--- src/rtl/serial_frame_rx.sv ---
// Serial frame receiver: SYNC, LEN, payload, CHK -> validated byte stream with valid/ready output.
// Optional inter-byte timeout enabled by defining SERIAL_FRAME_TIMEOUT_EN.
module serial_frame_rx #(
  parameter logic [7:0] SYNC_BYTE      = 8'hA5,
  parameter int         MAX_LEN        = 16,
  parameter int         TIMEOUT_CYCLES = 100000
) (
  input  logic       clk,
  input  logic       rst,
  input  logic [7:0] rx_data,
  input  logic       rx_dv,
  output logic [7:0] out_data,
  output logic       out_valid,
  output logic       out_last,
  input  logic       out_ready,
  output logic       frame_err,
  output logic [1:0] err_code,
  output logic       overrun
);

  localparam int IDX_W = (MAX_LEN > 1) ? $clog2(MAX_LEN) : 1;
  localparam int DEPTH = 1 << IDX_W;

  if (MAX_LEN < 1 || MAX_LEN > 255 || TIMEOUT_CYCLES < 1) begin : g_bad_param
    $error("serial_frame_rx: parameter out of range");
  end

  typedef enum logic [2:0] {S_IDLE, S_LEN, S_PAYLOAD, S_CHK, S_EMIT} state_t;

  state_t           state_q, state_d;
  logic [7:0]       len_q, len_d;
  logic [7:0]       sum_q, sum_d;
  logic [IDX_W-1:0] wr_q, wr_d;
  logic [IDX_W-1:0] rd_q, rd_d;
  logic [IDX_W-1:0] rd_nxt;
  logic [7:0]       mem_q [DEPTH];
  logic [7:0]       mem_d [DEPTH];
  logic [7:0]       out_data_q, out_data_d;
  logic             out_valid_q, out_valid_d;
  logic             out_last_q, out_last_d;
  logic             frame_err_q, frame_err_d;
  logic [1:0]       err_code_q, err_code_d;
  logic             overrun_q, overrun_d;

`ifdef SERIAL_FRAME_TIMEOUT_EN
  localparam int CNT_W = $clog2(TIMEOUT_CYCLES + 1);
  logic [CNT_W-1:0] idle_q, idle_d;
`endif

  assign rd_nxt = rd_q + 1'b1;

  always_comb begin
    state_d     = state_q;
    len_d       = len_q;
    sum_d       = sum_q;
    wr_d        = wr_q;
    rd_d        = rd_q;
    mem_d       = mem_q;
    out_data_d  = out_data_q;
    out_valid_d = out_valid_q;
    out_last_d  = out_last_q;
    frame_err_d = 1'b0;
    err_code_d  = err_code_q;
    overrun_d   = 1'b0;

    case (state_q)
      S_IDLE: begin
        if (rx_dv && rx_data == SYNC_BYTE) state_d = S_LEN;
      end
      S_LEN: begin
        if (rx_dv) begin
          if (rx_data == 8'd0 || rx_data > 8'(MAX_LEN)) begin
            state_d     = S_IDLE;
            frame_err_d = 1'b1;
            err_code_d  = 2'd1;
          end else begin
            len_d   = rx_data;
            sum_d   = rx_data;
            wr_d    = '0;
            state_d = S_PAYLOAD;
          end
        end
      end
      S_PAYLOAD: begin
        if (rx_dv) begin
          mem_d[wr_q] = rx_data;
          sum_d       = sum_q + rx_data;
          wr_d        = wr_q + 1'b1;
          if (8'(wr_q) == len_q - 8'd1) state_d = S_CHK;
        end
      end
      S_CHK: begin
        if (rx_dv) begin
          if (rx_data == sum_q) begin
            state_d     = S_EMIT;
            rd_d        = '0;
            out_valid_d = 1'b1;
            out_data_d  = mem_q[0];
            out_last_d  = (len_q == 8'd1);
          end else begin
            state_d     = S_IDLE;
            frame_err_d = 1'b1;
            err_code_d  = 2'd2;
          end
        end
      end
      S_EMIT: begin
        // Nothing is accepted while draining; a strobe here is lost and flagged.
        overrun_d = rx_dv;
        if (out_ready) begin
          if (out_last_q) begin
            state_d     = S_IDLE;
            out_valid_d = 1'b0;
            out_last_d  = 1'b0;
          end else begin
            rd_d       = rd_nxt;
            out_data_d = mem_q[rd_nxt];
            out_last_d = (8'(rd_nxt) == len_q - 8'd1);
          end
        end
      end
      default: state_d = S_IDLE;
    endcase

`ifdef SERIAL_FRAME_TIMEOUT_EN
    // Every entry into LEN/PAYLOAD/CHK happens on a strobe, so clearing on rx_dv covers state entry.
    idle_d = '0;
    if ((state_q == S_LEN || state_q == S_PAYLOAD || state_q == S_CHK) && !rx_dv) begin
      if (idle_q == CNT_W'(TIMEOUT_CYCLES - 1)) begin
        state_d     = S_IDLE;
        frame_err_d = 1'b1;
        err_code_d  = 2'd3;
      end else begin
        idle_d = idle_q + 1'b1;
      end
    end
`endif
  end

  always_ff @(posedge clk) begin
    if (rst) begin
      state_q     <= S_IDLE;
      len_q       <= '0;
      sum_q       <= '0;
      wr_q        <= '0;
      rd_q        <= '0;
      out_data_q  <= '0;
      out_valid_q <= 1'b0;
      out_last_q  <= 1'b0;
      frame_err_q <= 1'b0;
      err_code_q  <= '0;
      overrun_q   <= 1'b0;
`ifdef SERIAL_FRAME_TIMEOUT_EN
      idle_q      <= '0;
`endif
    end else begin
      state_q     <= state_d;
      len_q       <= len_d;
      sum_q       <= sum_d;
      wr_q        <= wr_d;
      rd_q        <= rd_d;
      out_data_q  <= out_data_d;
      out_valid_q <= out_valid_d;
      out_last_q  <= out_last_d;
      frame_err_q <= frame_err_d;
      err_code_q  <= err_code_d;
      overrun_q   <= overrun_d;
`ifdef SERIAL_FRAME_TIMEOUT_EN
      idle_q      <= idle_d;
`endif
    end
  end

  // Payload storage needs no reset: it is always rewritten before being read.
  always_ff @(posedge clk) begin
    mem_q <= mem_d;
  end

  assign out_data  = out_data_q;
  assign out_valid = out_valid_q;
  assign out_last  = out_last_q;
  assign frame_err = frame_err_q;
  assign err_code  = err_code_q;
  assign overrun   = overrun_q;

endmodule

--- config.mk ---
export PLATFORM = sky130hd
export DESIGN_NAME = serial_frame_rx
export DESIGN_NICKNAME = d
export VERILOG_FILES = /design/src/rtl/serial_frame_rx.sv
export SDC_FILE = /design/constraint.sdc
export NUM_CORES = 1
export LEC_CHECK = 0
export CAP_MARGIN = 15
export CORE_MARGIN = 2
export CORE_UTILIZATION = 35
export DETAILED_ROUTE_END_ITERATION = 7
export PLACE_DENSITY = 0.57
export SYNTH_ARGS = -nofsm -noshare
export SYNTH_HDL_FRONTEND = slang
export SYNTH_SLANG_ARGS = --single-unit
--- constraint.sdc ---
create_clock -name clk -period 3.8 [get_ports clk]
set_input_delay 0.76 -clock clk [delete_from_list [all_inputs] [get_ports clk]]
set_output_delay 0.76 -clock clk [all_outputs]
set_load 0.02 [all_outputs]
==> summary.txt <==
Status
  – Status: complete, no violations

Yosys
  – Avg Cell Area, Syn: 14.5 um2
  – Most instantiated cells after synthesis: edfxtp_1, dfxtp_1, nor2_1
  – Syn. warnings: 0
  – Share of the synthesized area in the top cell type: 0.517
  – Yosys top cell by area: edfxtp_1
  – Synth async-reset ratio: 0
  – Flop and latch count out of synthesis: 169
  – Top-count cell post-synth: edfxtp_1
  – Netlist cell types: 63
  – Mapped Area: 7440 um2
  – Cells after Synth: 512
  – Synth Net Count: 539
  – Sequential-to-total area share from yosys stat: 0.627
  – Dominant cells by area after synthesis: edfxtp_1, dfxtp_1, mux4_2
  – Top FF cell, synth: edfxtp_1
  – Number of synthesized flops with an enable pin: 128

Global routing
  – Grt ovf: 0
  – Initial antenna violation count: 0
  – Met1 Usage GRT: 0.220
  – Largest net degree at the start of global routing: 36
  – First-pass GRT wire length: 27,800 um
  – Top Usage Layer GRT: met2
  – Vias in the first global route: 4,576
  – GRT met3 Usage: 0.0323
  – Total Routing Usage GR: 0.172
  – Met2 usage: 0.276

Clock tree
  – CTS Hold Bufs: 0
  – Root Buffer: clkbuf_16
  – Post-CTS sizing: 0
  – Sink Count: 169
  – TritonCTS clock tree: built
  – Clock buffer count from CTS: 17
  – Worst-path clk slew: 0.07 ns
  – Later-pin clock latency in the skew report: 0.44 ns
  – H-tree depth: 4
  – Setup bufs post-CTS: 0
  – Clk buf depth: 2

Detailed routing
  – WL per Instance: 21.5 um
  – Via-to-Cell Ratio: 5.33
  – 1st-pass router iterations: 5
  – Post-DRT Antenna Nets: 0
  – Total Wirelength: 18,300 um
  – Initial DRC Count: 342
  – Routed vias: 4,524
  – Residual DRC: 0

Worst setup path
  – Worst path required time: 4.17 ns
  – WP data arrival: 3.75 ns
  – Worst R2R Path Depth: 6
  – CP endpoint kind: register
  – Critical path type: in2reg
  – Critical path fanouts, max: 14
  – Crit Reg-Reg Startpoint: rd_q[1]$_SDFFE_PP0P_
  – Startpoint Class: primary input
  – CP Launch Point: rx_data[3]

Flow run
  – Max cap viols: 0

Placed design
  – Setup WS pre-CTS: -0.0353 ns
  – Final GP Congestion: 0.794
  – DP HPWL: 12,600 um
  – Placed Area: 8120 um2
  – # port buffers: 25

Hold path
  – Hold wc startpoint: out_data[7]$_SDFFE_PP0P_
  – Hold path cells: 2
  – Hold Crit Class: reg2reg

Power and ir drop
  – Tot Pwr: 0.00380 W
  – Largest vdd supply drop: 0.189 mV
  – Power Density: 437 nW/um2
  – P_leak: 2.80 nW

Finish
  – Final layout net count: 587
  – Area grow syn2layout: 16.9%
  – Share of cells above drive strength 1: 0.194
  – # fillers: 1,966
  – ANT cells: 0
  – Post-route design area: 8700 um2

STA
  – Post-route setup slack: 0.421 ns
  – Fin crit period: 3.38 ns
  – Fmax: 0.296 GHz
  – Fin. max-slew vios: 0
  – RSZ-0062 raised after global routing: no
  – Final Hold Vio Count: 0
  – Measured slew at the worst slew-check pin: 0.863 ns
  – Fin crit share: 0.889
  – Final setup vio count: 0
  – Slew headroom: 0.410
  – Layout Skew: 0.00983 ns

Die
  – Die area: 22,400 um2
  – IO Count: 26
  – Die Width: 150 um
  – Initial Util: 0.355
  – FP Rows: 53
  – Die H: 150 um
  – Core area: 21,000 um2
==> state kept, by name (all words and copies together), names as in the netlist <==
register / count
rd_q: 4
err_code: 2
mem_q: 128
overrun: 1
out_last: 1
out_data: 8
frame_err: 1
wr_q: 4
len_q: 8
sum_q: 8
out_valid: 1
state_q: 3
==> stage by stage <==
step	TNS (ns)	instances	util	hold WS [ns]
global placement	-0.0296	816	0.387	0.449
floorplan	0	512	-	0.449
global route	0	848	0.415	0.487
detailed placement	-0.0924	816	0.387	0.449
finish	0	848	0.415	0.455
CTS	0	848	0.415	0.458
==> layout make-up <==
class,count,area [um2],area share
inverters,12,45.0,0.00518
clock inverters,12,139,0.0160
well taps,275,344,0.0395
clock buffers,20,447,0.0513
multi-input cells,303,2570,0.295
repair buffers,57,490,0.0564
flip-flops and latches,169,4670,0.536
==> worst max-delay path, cell delays in order <==
cell             delay [ns]
clkdlybuf4s50_1        0.54
ha_1                   0.42
nor4_1                 0.67
nand4_1                0.27
a21o_1                 0.35
or4_1                  0.60
a21oi_1                0.13
==> cells in the final DEF (no fill, tap or decap), types with 3 or more instances in the layout <==
cell and instances:
edfxtp_1 128, nor2_1 41, dfxtp_1 40, mux4_2 32, buf_4 32, nand2_1 29, clkdlybuf4s50_1 25, a21oi_1 23
nor2b_1 17, clkbuf_16 17, nor3_1 16, a2111oi_0 15, ha_1 14, inv_1 12, xnor2_1 12, mux2i_1 10
o21ai_0 8, or4_1 7, nor4_1 4, a21o_1 4, xor2_1 4, a311oi_1 4, nand2b_1 3, nand4_1 3
nand3_1 3, o31ai_1 3, o21a_1 3, a31oi_1 3, nand3b_1 3, a22oi_1 3, clkinvlp_4 3, inv_6 3
==> layer usage <==
metal,vias to the layer above,wire [um],part of all wire
met5,-,0,0
met4,0,733,0.040
met3,40,838,0.046
met2,135,8890,0.49
met1,2267,7800,0.43
li1,2082,-,-
==> power breakdown <==
part,switching (W),leakage (nW),internal (W)
clock network,0.000735,0.279,0.000993
logic,0.0000613,1.04,0.0000280
registers,0.000000190,1.48,0.00198
==> worst paths after layout <==
| path | to | slack, ns |
|---|---|---|
| min | out_data[7]$_SDFFE_PP0P_ | 0.46 |
| max reg2reg | out_data[4]$_SDFFE_PP0P_ | 0.79 |
| min reg2reg | out_data[7]$_SDFFE_PP0P_ | 0.46 |
| max | out_data[7]$_SDFFE_PP0P_ | 0.42 |
==> kinds of logic after synthesis <==
group           after synthesis  synth area share
flops                       169             0.627
simple gates                144             0.104
compound gates               83            0.0794
mux                          42             0.110
buf+inv                      40            0.0286
xor+xnor                     19            0.0244
fa+ha+maj                    15            0.0262
Note: power is estimated with default switching activity, not from simulation.
